File: src/rtl/uln_seq.sv
// Registered logic/arithmetic unit with multi-cycle shifts and a start/busy/done handshake.
// Single-cycle ops complete on the accepting edge; shifts move one bit per cycle.
module uln_seq #(
  parameter int WIDTH = 4
) (
  input  logic             clk,
  input  logic             reset,
  input  logic             start,
  input  logic [WIDTH-1:0] A,
  input  logic [WIDTH-1:0] B,
  input  logic [2:0]       S,
  output logic [WIDTH-1:0] Out,
  output logic             zero,
  output logic             carry,
  output logic             busy,
  output logic             done
);

  localparam int CW = $clog2(WIDTH + 1);
  localparam logic [WIDTH:0] W_EXT = (WIDTH + 1)'(WIDTH);

  typedef enum logic {IDLE, SHIFT} state_t;

  state_t           state_q;
  logic [WIDTH-1:0] work_q;
  logic [WIDTH-1:0] out_q;
  logic [CW-1:0]    cnt_q;
  logic             dir_right_q;
  logic             zero_q;
  logic             carry_q;
  logic             done_q;

  logic [CW-1:0]    n_d;
  logic             is_shift_d;
  logic [WIDTH-1:0] res_d;
  logic             carry_d;
  logic [WIDTH:0]   sum_d;
  logic [WIDTH:0]   diff_d;
  logic [WIDTH-1:0] work_next_d;
  logic             shout_d;

  // Shift count saturates at WIDTH: anything larger empties the register anyway.
  always_comb begin
    n_d        = ({1'b0, B} >= W_EXT) ? CW'(WIDTH) : CW'(B);
    is_shift_d = S[2] & S[1];
  end

  // NOTE: every output of an always_comb gets a default first so no path leaves it unassigned (no latch).
  always_comb begin
    res_d   = A;
    carry_d = 1'b0;
    sum_d   = {1'b0, A} + {1'b0, B};
    diff_d  = {1'b0, A} - {1'b0, B};
    case (S)
      3'b000:  res_d = A & B;
      3'b001:  res_d = A | B;
      3'b010:  res_d = A ^ B;
      3'b011:  res_d = ~A;
      3'b100: begin
        res_d   = sum_d[WIDTH-1:0];
        carry_d = sum_d[WIDTH];
      end
      3'b101: begin
        res_d   = diff_d[WIDTH-1:0];
        carry_d = diff_d[WIDTH];
      end
      default: res_d = A;
    endcase
  end

  always_comb begin
    work_next_d = dir_right_q ? (work_q >> 1) : (work_q << 1);
    shout_d     = dir_right_q ? work_q[0] : work_q[WIDTH-1];
  end

  // NOTE: state is updated with non-blocking assignments so every register samples pre-edge values.
  always_ff @(posedge clk) begin
    if (reset) begin
      state_q <= IDLE;
      cnt_q   <= '0;
      out_q   <= '0;
      zero_q  <= 1'b0;
      carry_q <= 1'b0;
      done_q  <= 1'b0;
      // NOTE: work_q and dir_right_q are left unreset; they are always loaded before SHIFT reads them.
    end else begin
      done_q <= 1'b0;
      case (state_q)
        IDLE: begin
          if (start) begin
            if (is_shift_d && (n_d != '0)) begin
              work_q      <= A;
              cnt_q       <= n_d;
              dir_right_q <= S[0];
              state_q     <= SHIFT;
            end else begin
              out_q   <= res_d;
              zero_q  <= (res_d == '0);
              carry_q <= carry_d;
              done_q  <= 1'b1;
            end
          end
        end
        SHIFT: begin
          work_q <= work_next_d;
          cnt_q  <= cnt_q - CW'(1);
          if (cnt_q == CW'(1)) begin
            out_q   <= work_next_d;
            zero_q  <= (work_next_d == '0);
            carry_q <= shout_d;
            done_q  <= 1'b1;
            state_q <= IDLE;
          end
        end
        default: state_q <= IDLE;
      endcase
    end
  end

  assign Out   = out_q;
  assign zero  = zero_q;
  assign carry = carry_q;
  assign busy  = (state_q == SHIFT);
  assign done  = done_q;

endmodule

File: config.mk
export PLATFORM = sky130hd
export DESIGN_NAME = uln_seq
export DESIGN_NICKNAME = d
export VERILOG_FILES = /design/src/rtl/uln_seq.sv
export SDC_FILE = /design/constraint.sdc
export NUM_CORES = 1
export LEC_CHECK = 0
export ABC_AREA = 0
export CAP_MARGIN = 30
export CORE_UTILIZATION = 35
export CTS_CLUSTER_DIAMETER = 40
export DETAILED_ROUTE_END_ITERATION = 8
export DONT_BUFFER_PORTS = 1
export RECOVER_POWER = 100
export REMOVE_ABC_BUFFERS = 1
export SLEW_MARGIN = 25
export SYNTH_ARGS = -nofsm -noshare
export SYNTH_HDL_FRONTEND = slang
export SYNTH_SLANG_ARGS = --single-unit
File: constraint.sdc
create_clock -name clk -period 5.5 [get_ports clk]
set_clock_uncertainty 0.15 [all_clocks]
set_input_delay 0.55 -clock clk [delete_from_list [all_inputs] [get_ports clk]]
set_output_delay 0.55 -clock clk [all_outputs]
set_load 0.03 [all_outputs]
==> impl_results.md, run 1 <==
* Crit share post-route at approximately 48%
* Setup WS pre-CTS at 2.760 ns
* Largest net degree at the start of global routing at 25
* Yosys warns at 0
* Finished Layout Cells at around 220
* Final total power at 0.3221 mW
* Starting Density at 37.62%
* Clock power frac at 33.2%
* Setup crit start: A[0]
* DRC viols at 0
* Most numerous cell in the Yosys netlist: inv_1
* First-pass GRT wire length at 5595 microns
* Fin crit period at ~2.7 ns
* Chip width at 65.67 microns
* Setup TNS at 0 ns
* Min-delay worst type: in -> reg
* # port buffers at 0
* Worst Slack Setup Final at 2.844 ns
* Vias at 1,232
* Final Max Tran Viols at 0
* CTS-repair resized insts at 0
* Max_cap viols at 0
* CTS Buf Count at 3
* Commonest register cell after synthesis: dfxtp_1
* Fmax at 376.5 MHz
* GRT Total Usage at 17.28%
* Crit path kind: in -> reg
* CP Capture Type: flop
* Clk_lat worst skew at 0.25 ns
* Top-level I/O count at 22
* Area leader, netlist: dfxtp_1
* DRT Wirelength at ~3300 microns
* Share of cells above drive strength 1 at 5.988%
* DR vias/cell at 5.730
* Clock Path Buffers at 2
* Antenna violations before repair at 0
* Layout Nets at 198
* Worst-case reg-to-reg path depth at 5
* DIE AREA at roughly 4300 sq um
* Overflow after GRT at 0
* Worst vdd ir at 0.0001131 V
* Sw Pwr at 0.09675 mW
* Drt first pass iters at 4
* Clk slew on worst S/H paths at 0.07 ns
* Setup repair bufs after CTS at 0
* Reg2reg start: busy
* DP HPWL at 2580 microns
* H-Tree Depth at 1
* Reg-to-reg slack, setup at 3.22 ns
* Max_slew headroom at 37.27%
* Synth area leaders: dfxtp_1, ha_1, edfxtp_1
* Number of routed nets with antenna violations at 0
* Std-Cell Rows at 22
* Worst Path Arrival at 2.69 ns
* Core footprint at 3771 sq um
* Sequential power share at approximately 45%
* Status: finished, final reports clean
* Pin slew with the least headroom to its limit at 0.9409 ns
* Syn Area/Cell at just over 8 sq um
* CTS tree: done
* Area growth from synthesis to layout at 5.026%
* Yosys top cell area share at 15.52%
* Placed cells at 210
* Final core occ at between 30% and 40%
* Root Buffer: clkbuf_8
* Combinational Power Share at between 20 and 25%
* Antenna cells at 0
* PwrDens at 216.1 nW/um^2
* Drt wl/cell at 15.45 microns
* Pint at 0.2253 mW
* Startpoint class of the critical path: input pin
* DRT iter0 DRCs at 45
* Crit path max fanout at 4
* Sink Count at 16
* Sequential element share of the synthesized area at 26.10%
* Commonest cells in the netlist: inv_1, ha_1, nor2_1
* RSZ-0062 raised after global routing: false
* Sw Ratio at 30.04%
* Final setup vio count at 0
* Synthesized cell area at 1419 sq um
* Post-synth ARST share at 0%
* Routability-driven placement congestion ratio at 0.8649
* Synth Instances at 171
* Leak at 0.6032 nW
* Distinct cells, synth at between 40 and 50
* Worst Path Required at 5.53 ns
* Critical Path Sink: zero
* Vias in the first global route at 1,213
* Worst reg2reg endpoint: zero
* Die Y-Extent at roughly 66 microns
* Synth Register Bits at 16
* Final hold vios at 0
* Filler cells at about 370
* Cts hold-fix bufs at 0
* Number of synthesized flops with an enable pin at 5
-- registers in the layout, indices dropped and copies added, names as in the netlist --
signal and cells:
Out 4, busy 1, carry 1, cnt_q 3
dir_right_q 1, done 1, work_q 4, zero 1
-- cells by family after synthesis --
group / synth area share (%)
adder cells (fa/ha/maj): 15.17
XOR/XNOR: 0.6174
AO/OA/AOI/OAI: 21.52
buffers and inverters: 7.760
flip-flops: 26.10
AND/OR/NAND/NOR: 24.43
multiplexers: 4.409
-- placed cells by master (no fill, tap or decap), types with 3 or more instances in the layout --
cell type  netlist  layout
nand3b_1         3       3
edfxtp_1         5       5
clkbuf_8         0       4
nor2b_1          6       6
nor4_1           3       3
inv_1           17      17
nor2_1          13      13
nor3_1           8       8
a21oi_1          8       8
dfxtp_1         11      11
o21ai_0         11      12
mux2i_1          4       4
ha_1            14      14
nand2b_1         7       7
nand2_1          8       8
-- metrics by stage --
step | instance area [sq um] | hold WS (ns)
after floorplan | 1373 | 0.3280
after global placement | 1433 | 0.3504
after detailed placement | 1433 | 0.3654
after CTS | 1488 | 0.2029
after global routing | 1490 | 0.1958
final | 1490 | 0.2122
-- critical path, cell delays in order --
cell and delay (ns):
inv_1 0.11, ha_1 0.18, inv_1 0.05, fa_1 0.39, xnor2_1 0.14, a311o_1 0.35, a2111oi_0 0.57, nand4_1 0.16
o21ai_0 0.17
-- metal layers --
layer  wire, microns  share of wire (%)  global-route usage [%]
met1            1496                 45                   22.13
met2            1526                 46                   27.55
met3             239                7.2                   3.819
met4              59                1.8                   7.337
met5               0                  0                       0
-- final cells by class --
class	count	area, sq um	area share (%)
multi-input cells	129	937.1	62.89
repair buffers	1	3.754	0.2519
clock buffers	4	55.05	3.694
flip-flops and latches	16	370.4	24.85
inverters	17	63.81	4.282
well taps	48	60.06	4.030
-- power by group through the flow --
stage,sequential (mW),combinational (mW),clock (mW)
final,0.144,0.0710,0.107
after global routing,0.145,0.0801,0.115
after CTS,0.147,0.0682,0.108
after detailed placement,0.149,0.0677,0
after global placement,0.149,0.0660,0
after floorplan,0.147,0.0546,0
-- worst min path at each step --
stage                   from        to  depth (start not counted)
floorplan           cnt_q[2]  cnt_q[2]                          2
global placement    cnt_q[2]  cnt_q[2]                          2
detailed placement  cnt_q[2]  cnt_q[2]                          2
CTS                    reset  cnt_q[2]                          1
global route           reset  cnt_q[0]                          1
finish                 reset    Out[2]                          1
(Power assumes the default switching activity.)
==> run 2: changes to the inputs <==
==> constraint.sdc (replaced) <==
create_clock -name clk -period 2.7 [get_ports clk]
set_clock_uncertainty 0.15 [all_clocks]
set_input_delay 0.27 -clock clk [delete_from_list [all_inputs] [get_ports clk]]
set_output_delay 0.27 -clock clk [all_outputs]
set_load 0.03 [all_outputs]
==> run 2 against run 1 <==
  * Clock power rose by 99%
  * Via count decreased by 0.57%
  * Utilization grew 0.53 points
  * Wire length up 1.6%
  * Cell area is 1.3% higher
  * Cell count up 0.93%
  * Sequential power rose by 100%
  * Clock-buffer cell count is the same
  * Hold slack worse by 0.19 ns
  * Global-route usage down 0.34 points
  * Die area unchanged
  * Setup slack worse by 2.4 ns
==> impl_results.md, run 2 (synthesis results as in run 1) <==
* Status: finished, final reports clean
* DR vias/cell at 5.645 (-1.5%)
* Chip width at 65.67 microns (unchanged)
* Clock power frac at 32.5% (-0.7 points)
* Reg-to-reg slack, setup at 0.45 ns (-2.77 ns)
* DP HPWL at 2616 microns (+1.4%)
* Overflow after GRT at 0 (unchanged)
* Slowest cell on the critical path: a2111oi_0
* Share of cells above drive strength 1 at 5.917% (-0.071 points)
* Antenna cells at 0 (unchanged)
* Area growth from synthesis to layout at 6.437%
* Core footprint at 3771 sq um (unchanged)
* Filler cells at 375 (+2.5%)
* Antenna violations before repair at 0 (unchanged)
* Starting Density at 37.62% (unchanged)
* WHS Path Cells at 2 (+1)
* Critical-path cell list: inv_1, ha_1, inv_1, fa_1, xnor2_1, a311o_1, a2111oi_0, nand4_1, o21ai_0
* Vias at 1,225 (-0.57%)
* Drt wl/cell at 15.55 microns (+0.63%)
* Crit path kind: in -> reg
* RSZ-0062 raised after global routing: false
* Reg2reg start: busy
* CP Capture Type: flop
* Worst reg2reg endpoint: zero
* Pin slew with the least headroom to its limit at 0.6955 ns (-0.2454 ns)
* Min-delay worst type: in -> reg
* Clock Path Buffers at 2 (unchanged)
* Sink Count at 16 (unchanged)
* Final Max Tran Viols at 0 (unchanged)
* Final hold vios at 0 (unchanged)
* Setup TNS at 0 ns (unchanged)
* Register area at 370.4 sq um (unchanged)
* Std-Cell Rows at 22 (unchanged)
* Startpoint class of the critical path: input pin
* Fin crit period at around 2.3 ns
* Max_slew headroom at 53.63% (+16 points)
* Largest stage delay, worst path at 0.51 ns (-0.06 ns)
* Clk slew on worst S/H paths at 0.07 ns (about the same)
* Hold Startpoint: B[0]
* Buf/Inv on CP at 2 (unchanged)
* Crit share post-route at 84.61%
* Routability-driven placement congestion ratio at 0.8502 (-1.7%)
* DRT iter0 DRCs at 85 (+89%)
* Sw Pwr at 0.1941 mW (+100%)
* Most frequent cells in the layout: inv_1, ha_1, nor2_1
* Worst Path Arrival at 2.31 ns (-0.38 ns)
* Area of the multi-input gates at 937.1 sq um (unchanged)
* DRT Wirelength at 3374 microns (+1.6%)
* Max_cap viols at 0 (unchanged)
* Vias in the first global route at 1,233 (+1.6%)
* Crit path max fanout at 4 (unchanged)
* Most frequent CP cell: inv_1
* Setup repair bufs after CTS at 0 (unchanged)
* First-pass GRT wire length at 5623 microns (+0.50%)
* DIE AREA at 4313 sq um (unchanged)
* CTS tree: done
* Drt first pass iters at 4 (unchanged)
* CP delay by family, top: compound AO/OA/AOI/OAI gates
* H-Tree Depth at 1 (unchanged)
* Number of routed nets with antenna violations at 0 (unchanged)
* Top-level I/O count at 22 (unchanged)
* Most common cell after layout, fill and taps aside: inv_1
* Pint at 0.4606 mW (+100%)
* Sequential power share at 45.0% (+0.2 points)
* Leak at 0.6116 nW (+1.4%)
* Hold endpoint: cnt_q[0]
* Worst vdd ir at 0.0001456 V (+29%)
* PwrDens at 433.5 nW/um^2 (+100%)
* Worst-case reg-to-reg path depth at 5 (unchanged)
* CTS Buf Count at 3 (unchanged)
* Final setup vio count at 0 (unchanged)
* Clk_lat worst skew at 0.25 ns (about the same)
* Layout Nets at 200 (+1.0%)
* Root Buffer: clkbuf_8
* Combinational Power Share at 22.4% (+0.4 points)
* CTS-repair resized insts at 0 (unchanged)
* Die Y-Extent at 65.67 microns (unchanged)
* Sw Ratio at 29.65% (-0.39 points)
* GRT Total Usage at 16.94% (-0.34 points)
* # port buffers at 0 (unchanged)
* Worst Path Required at 2.73 ns (-2.80 ns)
* Fmax at 437.7 MHz
* Largest net degree at the start of global routing at 22 (-12%)
* Final core occ at 40.05% (+0.53 points)
* DRC viols at 0 (unchanged)
[run 2: cell count changes in the layout (fill, tap and decap cells not counted)]
cell           previous run  this run
dlygate4sd3_1             0         2
[run 2: how the worst max path moves through the flow]
stage,startpoint,end,slack [ns],cells past startpoint
floorplan,A[0],zero,0.43,9
global placement,A[0],zero,0.31,9
detailed placement,A[0],zero,0.29,9
CTS,A[0],zero,0.53,9
global route,busy,zero,0.22,5
finish,A[0],zero,0.42,9
[run 2: per-stage QoR]
stage / std cells / hold WS, ns / total power, mW / worst slack [ns] / area (sq um)
after floorplan: 162 / 0.1891 / 0.4103 / 0.4291 / 1373
final: 217 / 0.02429 / 0.6547 / 0.4156 / 1510
after global routing: 217 / 0.02033 / 0.6957 / 0.2237 / 1510
after CTS: 217 / 0.02915 / 0.6604 / 0.5276 / 1515
after global placement: 211 / 0.1926 / 0.4385 / 0.3070 / 1440
after detailed placement: 211 / 0.1933 / 0.4432 / 0.2865 / 1440
[run 2: area by class of cell]
cell class | count | area share (%)
clock buffers | 4 | 3.645
inverters | 17 | 4.225
multi-input cells | 129 | 62.05
flip-flops and latches | 16 | 24.52
well taps | 48 | 3.977
repair buffers | 3 | 1.574
[run 2: per-layer routing]
metal  up-vias  routed length [microns]  GRT usage (%)  share of wire, %
li1        607                        -              -                 -
met1       581                     1559          21.35                46
met2        35                     1587          29.21                47
met3         2                      210          3.819               6.2
met4         0                       16          3.261              0.47
met5         -                        0              0                 0
[run 2: power by group through the flow]
| stage | Clock [mW] | Sequential, mW | Combinational, mW |
|---|---|---|---|
| after floorplan | 0 | 0.299 | 0.111 |
| after global placement | 0 | 0.300 | 0.139 |
| after detailed placement | 0 | 0.300 | 0.143 |
| after CTS | 0.217 | 0.295 | 0.148 |
| after global routing | 0.232 | 0.297 | 0.166 |
| final | 0.213 | 0.295 | 0.147 |
[run 2: what timing repair did]
item | 4_1_cts | 5_1_grt
setup endpoints to repair | 0 | 0
hold buffers | 2 | 0
endpoints found under the hold margin | 10 | 0
